**src/rtl/bioee_scan_pkg.sv**
```systemverilog
// Shared types and defaults for the bioee scan-chain sequencer: the FSM state
// encoding and the per-state control-output pattern.
package bioee_scan_pkg;

  localparam int DEF_CHAIN_LEN = 64;
  localparam int DEF_NUM_LANES = 5;
  localparam int DEF_HALF_DIV  = 4;

  typedef enum logic [2:0] {
    ST_IDLE,
    ST_CRST,
    ST_WAIT,
    ST_LOW,
    ST_HIGH,
    ST_LATCH,
    ST_DONE
  } state_e;

  typedef struct packed {
    logic scan_clk;
    logic scan_resetn;
    logic scan_latch;
    logic in_ready;
    logic busy;
    logic done;
  } ctrl_t;

  // Control outputs held while in state s; at most one chip strobe is ever active.
  function automatic ctrl_t ctrl_for(state_e s);
    ctrl_t c;
    c = '{scan_clk: 1'b0, scan_resetn: 1'b1, scan_latch: 1'b0,
          in_ready: 1'b0, busy: 1'b1, done: 1'b0};
    case (s)
      ST_IDLE:  c.busy        = 1'b0;
      ST_CRST:  c.scan_resetn = 1'b0;
      ST_WAIT:  c.in_ready    = 1'b1;
      ST_HIGH:  c.scan_clk    = 1'b1;
      ST_LATCH: c.scan_latch  = 1'b1;
      ST_DONE:  c.done        = 1'b1;
      default:  ;
    endcase
    return c;
  endfunction

  // States whose duration is set by the shared phase timer.
  function automatic logic is_timed(state_e s);
    return (s == ST_CRST) || (s == ST_LOW) || (s == ST_HIGH) || (s == ST_LATCH);
  endfunction

endpackage

```
**src/rtl/bioee_phase_timer.sv**
```systemverilog
// HALF_DIV-cycle down-counter: load restarts a phase, expire flags its last cycle.
module bioee_phase_timer #(
  parameter int HALF_DIV = 4
) (
  input  logic clkin,
  input  logic resetn,
  input  logic load,
  output logic expire
);

  localparam int              CW     = $clog2(HALF_DIV + 1);
  localparam logic [CW-1:0]   RELOAD = CW'(HALF_DIV - 1);

  logic [CW-1:0] count;

  // NOTE: sequential state uses non-blocking assignments so every register samples pre-edge values.
  always_ff @(posedge clkin or negedge resetn) begin
    if (!resetn) begin
      count <= '0;
    end else if (load) begin
      count <= RELOAD;
    end else if (count != '0) begin
      count <= count - CW'(1);
    end
  end

  assign expire = (count == '0);

endmodule

```
**src/rtl/bioee_scan_sequencer.sv**
```systemverilog
// Drives a multi-lane chip scan chain: optional chain reset, CHAIN_LEN bit
// shifts with a divided scan clock, then a latch strobe and a done pulse.
module bioee_scan_sequencer
  import bioee_scan_pkg::*;
#(
  parameter int CHAIN_LEN = DEF_CHAIN_LEN,
  parameter int NUM_LANES = DEF_NUM_LANES,
  parameter int HALF_DIV  = DEF_HALF_DIV
) (
  input  logic                           clkin,
  input  logic                           resetn,
  input  logic                           start,
  input  logic                           chain_rst_req,
  input  logic                           abort,
  input  logic                           in_valid,
  input  logic [NUM_LANES-1:0]           in_data,
  output logic                           in_ready,
  output logic                           scan_clk,
  output logic                           scan_resetn,
  output logic                           scan_latch,
  output logic [NUM_LANES-1:0]           scan_data,
  output logic                           busy,
  output logic                           done,
  output logic [$clog2(CHAIN_LEN+1)-1:0] bit_count
);

  localparam int            BW   = $clog2(CHAIN_LEN + 1);
  localparam logic [BW-1:0] LAST = BW'(CHAIN_LEN);

  state_e        state;
  ctrl_t         ctrl;
  logic          expire;
  logic          load;
  logic [BW-1:0] bit_next;

  // Untimed states keep the timer primed so every timed state starts a full phase.
  assign load     = !is_timed(state) || expire;
  assign bit_next = bit_count + BW'(1);

  bioee_phase_timer #(
    .HALF_DIV (HALF_DIV)
  ) u_timer (
    .clkin  (clkin),
    .resetn (resetn),
    .load   (load),
    .expire (expire)
  );

  always_ff @(posedge clkin or negedge resetn) begin
    if (!resetn) begin
      state     <= ST_IDLE;
      ctrl      <= ctrl_for(ST_IDLE);
      scan_data <= '0;
      bit_count <= '0;
    end else if (abort && state != ST_IDLE) begin
      state     <= ST_IDLE;
      ctrl      <= ctrl_for(ST_IDLE);
      scan_data <= '0;
    end else begin
      case (state)
        ST_IDLE: begin
          if (start && !abort) begin
            bit_count <= '0;
            if (chain_rst_req) begin
              state <= ST_CRST;
              ctrl  <= ctrl_for(ST_CRST);
            end else begin
              state <= ST_WAIT;
              ctrl  <= ctrl_for(ST_WAIT);
            end
          end
        end
        ST_CRST: begin
          if (expire) begin
            state <= ST_WAIT;
            ctrl  <= ctrl_for(ST_WAIT);
          end
        end
        ST_WAIT: begin
          if (in_valid) begin
            scan_data <= in_data;
            state     <= ST_LOW;
            ctrl      <= ctrl_for(ST_LOW);
          end
        end
        ST_LOW: begin
          if (expire) begin
            state <= ST_HIGH;
            ctrl  <= ctrl_for(ST_HIGH);
          end
        end
        ST_HIGH: begin
          if (expire) begin
            bit_count <= bit_next;
            if (bit_next == LAST) begin
              state <= ST_LATCH;
              ctrl  <= ctrl_for(ST_LATCH);
            end else begin
              state <= ST_WAIT;
              ctrl  <= ctrl_for(ST_WAIT);
            end
          end
        end
        ST_LATCH: begin
          if (expire) begin
            state <= ST_DONE;
            ctrl  <= ctrl_for(ST_DONE);
          end
        end
        ST_DONE: begin
          state     <= ST_IDLE;
          ctrl      <= ctrl_for(ST_IDLE);
          scan_data <= '0;
        end
        default: begin
          state     <= ST_IDLE;
          ctrl      <= ctrl_for(ST_IDLE);
          scan_data <= '0;
        end
      endcase
    end
  end

  assign scan_clk    = ctrl.scan_clk;
  assign scan_resetn = ctrl.scan_resetn;
  assign scan_latch  = ctrl.scan_latch;
  assign in_ready    = ctrl.in_ready;
  assign busy        = ctrl.busy;
  assign done        = ctrl.done;

endmodule

```
**config.mk**
```make
export PLATFORM = sky130hd
export DESIGN_NAME = bioee_scan_sequencer
export DESIGN_NICKNAME = d
export VERILOG_FILES = /design/src/rtl/bioee_scan_pkg.sv /design/src/rtl/bioee_phase_timer.sv /design/src/rtl/bioee_scan_sequencer.sv
export SDC_FILE = /design/constraint.sdc
export NUM_CORES = 1
export LEC_CHECK = 0
export ABC_AREA = 1
export BUFFER_PORTS_ARGS = -buffer_cell sky130_fd_sc_hd__buf_2
export CORE_MARGIN = 4
export CORE_UTILIZATION = 57
export DETAILED_ROUTE_END_ITERATION = 6
export GPL_ROUTABILITY_DRIVEN = 0
export PLACE_DENSITY = 0.91
export SLEW_MARGIN = 5
export SYNTH_ARGS = -nofsm -noshare
export SYNTH_HDL_FRONTEND = slang
export SYNTH_SLANG_ARGS = --single-unit
```
**constraint.sdc**
```tcl
create_clock -name clkin -period 3.4 [get_ports clkin]
set_input_delay 0.17 -clock clkin [delete_from_list [all_inputs] [get_ports clkin]]
set_output_delay 0.17 -clock clkin [all_outputs]
set_load 0.01 [all_outputs]
```
==> results.txt, run 1 <==
The total overflow left after global routing is 0. The post-detailed-route via-to-cell ratio came out at 5.26. The die area is 3080 um^2.

The violation count after the first detailed-route iteration came out at 46. Port buffering added 28 buffers. The first global-routing pass estimated 4.73 mm of wire. The critical path is of the flop to flop type.

The fraction of final layout cells sized beyond drive strength 1 came out at 0.242. In this run the vertical extent of the chip is 55.5 um. The post-synthesis cell count is 162.

The setup-violating endpoint count in the final report came out at 0. TritonCTS built the clock tree. The proportion of synthesized chip area in sequential cells is 0.469. The static leakage power came out at 0.793 nW. The area of the mapped netlist is 1280 um^2. The area fraction of the dominant cell type after synthesis is 0.448.

STA classifies the critical path endpoint as a flop. Ranked by total cell area, the synthesized netlist is headed by dfrtp_1, nand2_1, o21ai_0. In this run the remaining antenna-violating nets after routing total 0. Counting the buffers created by CTS gives 3. Setup repair after global routing left no endpoint under its margin. The number of nets at the end of the flow came out at 209. The deepest clock path buffer count is 2. The number of global-route vias before repair is 1,159. The post-synthesis average cell area is 7.92 um^2.

The area of the core came out at 2040 um^2. Once detailed placement completed, the half-perimeter wirelength came to 2.13 mm. The clock reaches the later pin of the worst-skew pair after 0.32 ns. The count of final max-slew check failures is 0.

The highest cell delay on the worst timing path is 0.39 ns. STA puts the critical path data required time at 3.61 ns. For this run, the detailed router's first-pass iteration total came to 4. The average routed wire per standard cell is 12.2 um. Dividing the final minimum period by the clock period gives 0.494.

Dividing total power by cell area gives a power density of 676 nW/um^2. The total wirelength of the detailed-routed design came out at 2.70 mm. The data arrival time of the worst path is 1.89 ns. The cell at the slowest stage of the critical path is dfrtp_1. The class of the most critical hold timing path is primary input to flop. The summed negative setup slack over all endpoints is 0 ns. The largest fanout on the critical path came out at 12.

The initial antenna violation count came out at 0. The smallest clock period supported by the final layout is computed as 1.68 ns. The achievable frequency came out at 595 MHz.

The net count of the mapped netlist came out at 176. The starting density of the core is 0.629. The total vias in the final route came out at 1,162.

In this run the tightest slew margin relative to its limit is 0.654. The fraction of the core area covered by cells at the end of the flow is 0.731. The peak supply drop came out at 0.497 mV.

After the flow finishes, the layout carries non-filler instances totaling 221. The worst clock skew is 0.0107 ns. The number of synthesized register bits came out at 24. The width of the die is 55.5 um. The clock-pin slew on the worst setup and hold paths is 0.13 ns. Clock tree synthesis selected as its root buffer the cell clkbuf_4. The total number of placement rows came out at 16. The I/O pin count is 29.

The count of antenna diodes in the layout came out at 0. The Yosys step of the flow raised 0 warnings. Across every metal layer, demand over resource in global routing totals 0.189.

Summed over all instances, the cell type with the most area after synthesis is dfrtp_1. The cell that appears most often on the critical path is nand2_1. Gates resized during post-CTS repair numbered 0.

Once placement completed, the tool counted placed cells totaling 216. The number of max-capacitance violations reported is 0. After synthesis, the netlist uses 29 different library cells. The critical path startpoint category is a flop. The pin count of the biggest net entering global routing is 25.

The area growth from synthesis to final layout is 16.3%. The number of H-tree levels came out at 1. The number of hold violations in the final report came out at 0. The total number of clock tree sinks came out at 24. The critical path goes through inv_1 -> ha_1 -> inv_1 -> nor2_1 -> a21oi_1 -> nand2_1 -> nand3_2 -> nand2_1 -> o21a_1 -> nand2_1. For this run, design rule violations remaining after detail routing come to 0. Fill cells in the final layout number 149. The slew at the pin closest to its max-slew limit is 0.519 ns. The run finished with clean final reports.
==> synthesized netlist by cell type (all sizes together) <==
cell      n
o21a      1
ha        3
buf       1
nand4     2
nand2    60
xor2      1
inv      20
dfrtp    23
o21bai    1
or2       1
nand3     6
a21oi     5
o2111ai   1
o21ai    16
nor2     14
o211ai    1
xnor2     1
nand2b    1
o31ai     2
dfstp     1
nand3b    1
==> power by group <==
part	internal, mW	switching, mW	leakage, nW
Clock	0.0655	0.0819	0.0210
Sequential	0.354	0.0493	0.316
Combinational	0.159	0.300	0.456
Total	0.578	0.431	0.793
==> flip-flops by register name, indices dropped and copies added (netlist names) <==
name,count
bit_count,7
busy,1
done,1
in_ready,1
scan_clk,1
scan_data,5
scan_latch,1
scan_resetn,1
state,3
u_timer.count,3
==> per-layer routing <==
| metal | vias to the layer above | routed length [um] | track usage |
|---|---|---|---|
| met5 | - | 0 | 0 |
| met2 | 39 | 1290 | 0.318 |
| met3 | 8 | 168 | 0.0466 |
| met1 | 534 | 1170 | 0.224 |
| met4 | 0 | 66 | 0.0938 |
| li1 | 581 | - | - |
==> repair_timing <==
item / 4_1_cts / 5_1_grt
setup buffers: 0 / 0
endpoints found under the hold margin: 23 / 0
hold buffers: 1 / 0
==> critical path: cells and delay by family, from the launching register on <==
kind,cells,cell delay (ns)
flip-flops,1,0.39
adder cells (fa/ha/maj),1,0.16
AND/OR/NAND/NOR,5,0.65
buffers and inverters,2,0.15
AO/OA/AOI/OAI,2,0.23
==> worst paths after layout <==
path	from	endpoint	slack [ns]	cells past startpoint
worst min-delay path	in_data[2]	scan_data[2]	0.12	3
worst min register to register	u_timer.count[0]	u_timer.count[0]	0.44	1
min in group asynchronous	resetn	scan_data[4]	0.34	2
worst max register to register	u_timer.count[0]	state[1]	1.72	10
worst max-delay path	u_timer.count[0]	state[1]	1.72	10
max in group asynchronous	resetn	scan_resetn	2.69	2
==> layout by cell type (no fill, tap or decap), drive strengths merged <==
cell type / netlist / routed
ha: 3 / 3
inv: 20 / 20
clkbuf: 0 / 4
nand2b: 1 / 1
xor2: 1 / 1
nand3: 6 / 6
o21bai: 1 / 1
or2: 1 / 1
dfstp: 1 / 1
nor2: 14 / 14
o2111ai: 1 / 1
nand4: 2 / 2
o21ai: 16 / 16
o211ai: 1 / 1
nand2: 60 / 60
dlygate4sd3: 0 / 1
buf: 1 / 28
o31ai: 2 / 2
nand3b: 1 / 1
dfrtp: 23 / 23
a21oi: 5 / 5
o21a: 1 / 1
xnor2: 1 / 1
==> stage by stage <==
stage	setup WS (ns)	total power [mW]	hold slack, ns	cell area (um^2)
final	1.72	1.01	0.117	1490
after global routing	1.54	1.09	0.129	1490
after CTS	1.71	1.02	0.110	1490
after detailed placement	1.73	0.868	0.173	1450
after global placement	1.88	0.844	0.166	1450
after floorplan	1.99	0.756	-0.126	1280
==> layout make-up <==
cell class / instances / area [um^2] / share of cell area
clock buffers: 4 / 36.3 / 0.0243
inverters: 20 / 75.1 / 0.0503
multi-input cells: 117 / 596 / 0.399
flip-flops and latches: 24 / 602 / 0.403
well taps: 27 / 33.8 / 0.0226
repair buffers: 29 / 150 / 0.101
==> kinds of logic (layout without fill, tap and decap cells) <==
kind of cell | count (synthesis) | count (layout) | share of synthesized area
AO/OA/AOI/OAI | 27 | 27 | 0.132
XOR/XNOR | 2 | 2 | 0.0136
adder cells (fa/ha/maj) | 3 | 3 | 0.0292
buffers and inverters | 21 | 53 | 0.0672
flip-flops | 24 | 24 | 0.469
AND/OR/NAND/NOR | 85 | 85 | 0.289
Note: power is estimated with default switching activity, not from simulation.
==> inputs of run 2 (changes only) <==
Settings changed: CORE_UTILIZATION 57 to 52, PLACE_DENSITY 0.91 to 0.84.
Clock period 3.4 ns to 1.55 ns, I/O delays scaled along.
==> results.txt, run 2 (same netlist as run 1, synthesis figures left out) <==
The time the worst path needs with I/O delays and setup came out at 1.66 ns (-0.0169 ns). The largest fanout on the critical path came out at 4 (-8). The number of global-route vias before repair came to 1,162 (+0.26%).

In this run the critical register-to-register path is captured at state[1]. The deepest clock path buffer count is 2 (unchanged). The summed negative setup slack over all endpoints was -0.298 ns (-0.298 ns). The worst clock skew is 0.00927 ns (-0.00145 ns). The total number of clock tree sinks is 24 (unchanged). The initial antenna violation count came out at 0 (unchanged). Leaving out fill and tap cells, the most frequent cell in the layout is nand2_1. The headroom to the max-slew limit is 0.643 (-0.0107). The width of the die is 57.7 um (+4.0%).

The tightest min-delay check is of the primary input to flop type. The final reports fail on negative setup slack. The violation count after the first detailed-route iteration came out at 142 (+210%).

The share of power burned in the clock network came out at 0.120 (-0.026). The estimated wirelength of the detail-placed design is 2.16 mm (+1.3%). The critical setup path kind is flop to flop. The number of detailed-routing iterations run before antenna repair came out at 5 (+1).

The placed cell count came out at 222 (+2.8%). The depth of the most critical reg-to-reg path came out at 10 (unchanged). The length of routed wiring on met1 came out at 1.42 mm (+21%). The total DRC errors in the routed layout was 0 (unchanged).

The starting density of the core is 0.564 (-0.0646). Traced cell by cell, the critical path runs through ha_4 -> nand3_4 -> o21bai_1 -> nand2_1 -> nor2_2 -> nand2_1 -> nand2_1 -> nand2_1 -> nand2_2 -> nand2_2. The area of the multi-input gates came out at 729 um^2 (+22%). The number of cells in the finished layout apart from fillers was 240 (+8.6%). The clock-pin slew on the worst setup and hold paths came to 0.13 ns (about the same). The combinational group share of total power came to 0.551 (+0.096). The flow ran to the end, but the final reports show violations.

TritonCTS built the clock tree. The cell at the slowest stage of the critical path is dfrtp_2. The slack of the critical path is -0.113 ns (-1.83 ns). The worst setup path is captured at a flop. STA classifies the critical path startpoint as a flop.

The count of input and output buffers is 28 (unchanged). The met2 wirelength from detailed routing is 1.91 mm (+48%). The total vias in the final route was 1,387 (+19%). The post-detailed-route via-to-cell ratio came out at 5.78 (+9.9%). Setup repair after global routing could not meet its margin everywhere. The total power of the final layout is 2.73 mW (+170%).

The die area came out at 3330 um^2 (+8.2%). The data arrival time of the worst path came out at 1.88 ns (about the same). The library cells used most frequently in the layout, excluding fill and tap cells, are nand2_1, buf_2, buf_4. The count of antenna diodes in the layout came to 0 (unchanged). The number of nets still failing antenna checks after routing is 0 (unchanged). The startpoint identified for the worst register-to-register timing path is bit_count[1]. The slew at the pin closest to its max-slew limit came out at 0.535 ns (+0.0161 ns). The highest metal layer carrying signal wires in the routed design is met4. The CTS buffer count was 3 (unchanged). The power density of the placed cells was 1540 nW/um^2 (+130%). The part of the total power dissipated in sequential elements is 0.328 (-0.071). The final instance area came to 1780 um^2 (+19%). The number of max-capacitance violations reported came to 0 (unchanged). The total of fill cells in the finished design came to 125 (-16%). The most common cell type on the critical path is nand2_1. The power dissipated by switching net loads came out at 1.21 mW (+180%). The setup-violating endpoint count in the final report came out at 5 (+5). The average routed wire per standard cell was 16.8 um (+38%).

The height of the die came out at 57.7 um (+4.0%). The number of hold violations in the final report came out at 0 (unchanged). The met3 wire length is 491 um (+190%). The global-route wire length before repair was 4.94 mm (+4.5%). The global route total overflow came to 0 (unchanged). The fraction of final layout cells sized beyond drive strength 1 is 0.439 (+0.196). The largest registers in the layout are bit_count: 7 flops, scan_data: 5 flops. The critical path data required time came out at 1.76 ns (-1.85 ns). The count of final max-slew check failures came out at 0 (unchanged). The switching share of power is 0.444 (+0.0165). The tree is rooted in a clkbuf_4.

The register with the most flip-flops in the final layout is bit_count. The highest cell delay on the worst timing path came out at 0.44 ns (+0.05 ns). The peak supply drop is 1.29 mV (+160%). The part of the cycle the worst path needs is 1.07 (+0.579). The area growth from synthesis to final layout is 38.3%. The area of the core is 2280 um^2 (+11%). The area of all sequential standard cells is 611 um^2 (+1.5%). The I/O pin count is 29 (unchanged). The pin count of the biggest net entering global routing is 25 (unchanged). The static leakage power is 0.887 nW (+12%). The most critical setup path has its startpoint at bit_count[1]. The insertion delay to the later sink of the worst-skew pair came out at 0.32 ns (about the same). The total number of placement rows came out at 17 (+1). In this run the worst setup path terminates at state[1]. The total wirelength of the detailed-routed design is 4.03 mm (+49%). The placed cell area came to 1490 um^2 (+2.7%). The setup slack of the most critical reg-to-reg path is -0.11 ns (-1.83 ns). The number of nets at the end of the flow is 227 (+8.6%). The number of H-tree levels is 1 (unchanged). The achievable frequency came out at 601 MHz (+1.0%). The global router's overall resource usage came out at 0.186 (-0.00307). The number of flip-flops in the largest register is 7 (unchanged).

The internal power came out at 1.52 mW (+160%).
[run 2: changes by cell type in the layout (fill, tap and decap cells not counted), moves of 4 or more]
cell,change
o21ai_0,-4
nand2_1,-6
nand2_2,+5
dfrtp_1,-7
buf_4,+17
nor2_1,-4
dfrtp_2,+7
[run 2: through the flow]
step	setup WS [ns]	hold WS [ns]	util
after floorplan	0.138	-0.218	-
after global placement	0.0517	0.0724	0.653
after detailed placement	-0.0102	0.0802	0.653
after CTS	0.00137	0.0134	0.684
after global routing	-0.263	0.0289	0.780
final	-0.113	0.0128	0.780
[run 2: routing by layer]
layer | track usage | vias up
met1 | 0.233 | 616
met2 | 0.313 | 124
met3 | 0.0290 | 30
met5 | 0 | -
li1 | - | 617
met4 | 0.0894 | 0
[run 2: worst min-delay path by stage]
stage	end	start	cells after the start
6_report	scan_data[0]	in_data[0]	3
5_1_grt	scan_data[3]	in_data[3]	3
4_1_cts	scan_data[0]	in_data[0]	3
3_5_place_dp	scan_data[1]	resetn	1
3_3_place_gp	scan_data[3]	resetn	1
2_1_floorplan	bit_count[0]	resetn	0
[run 2: power groups by stage]
stage / Combinational [mW] / Clock, mW / Sequential [mW]
floorplan: 0.733 / 0 / 0.926
global placement: 1.05 / 0 / 0.882
detailed placement: 1.08 / 0 / 0.894
CTS: 1.09 / 0.333 / 0.882
global route: 1.63 / 0.350 / 0.914
finish: 1.51 / 0.329 / 0.897
[run 2: layout make-up]
cell class | count | share of cell area
Clock buffer | 4 | 0.0204
Timing Repair Buffer | 47 | 0.163
Sequential cell | 24 | 0.344
Multi-Input combinational cell | 117 | 0.411
Inverter | 20 | 0.0423
Tap cell | 28 | 0.0197
[run 2: critical path, delay by kind of cell (launching register included)]
family	cells	cell delay, ns
AO/OA/AOI/OAI	1	0.20
adder cells (fa/ha/maj)	1	0.19
AND/OR/NAND/NOR	8	0.74
flip-flops	1	0.44
[run 2: repair_timing]
item,in CTS,in global routing
resized for setup,1,42
pin swaps,0,15
buffers inserted,3,10
hold buffers,1,0
setup endpoints to repair,4,17
endpoints found under the hold margin,23,0
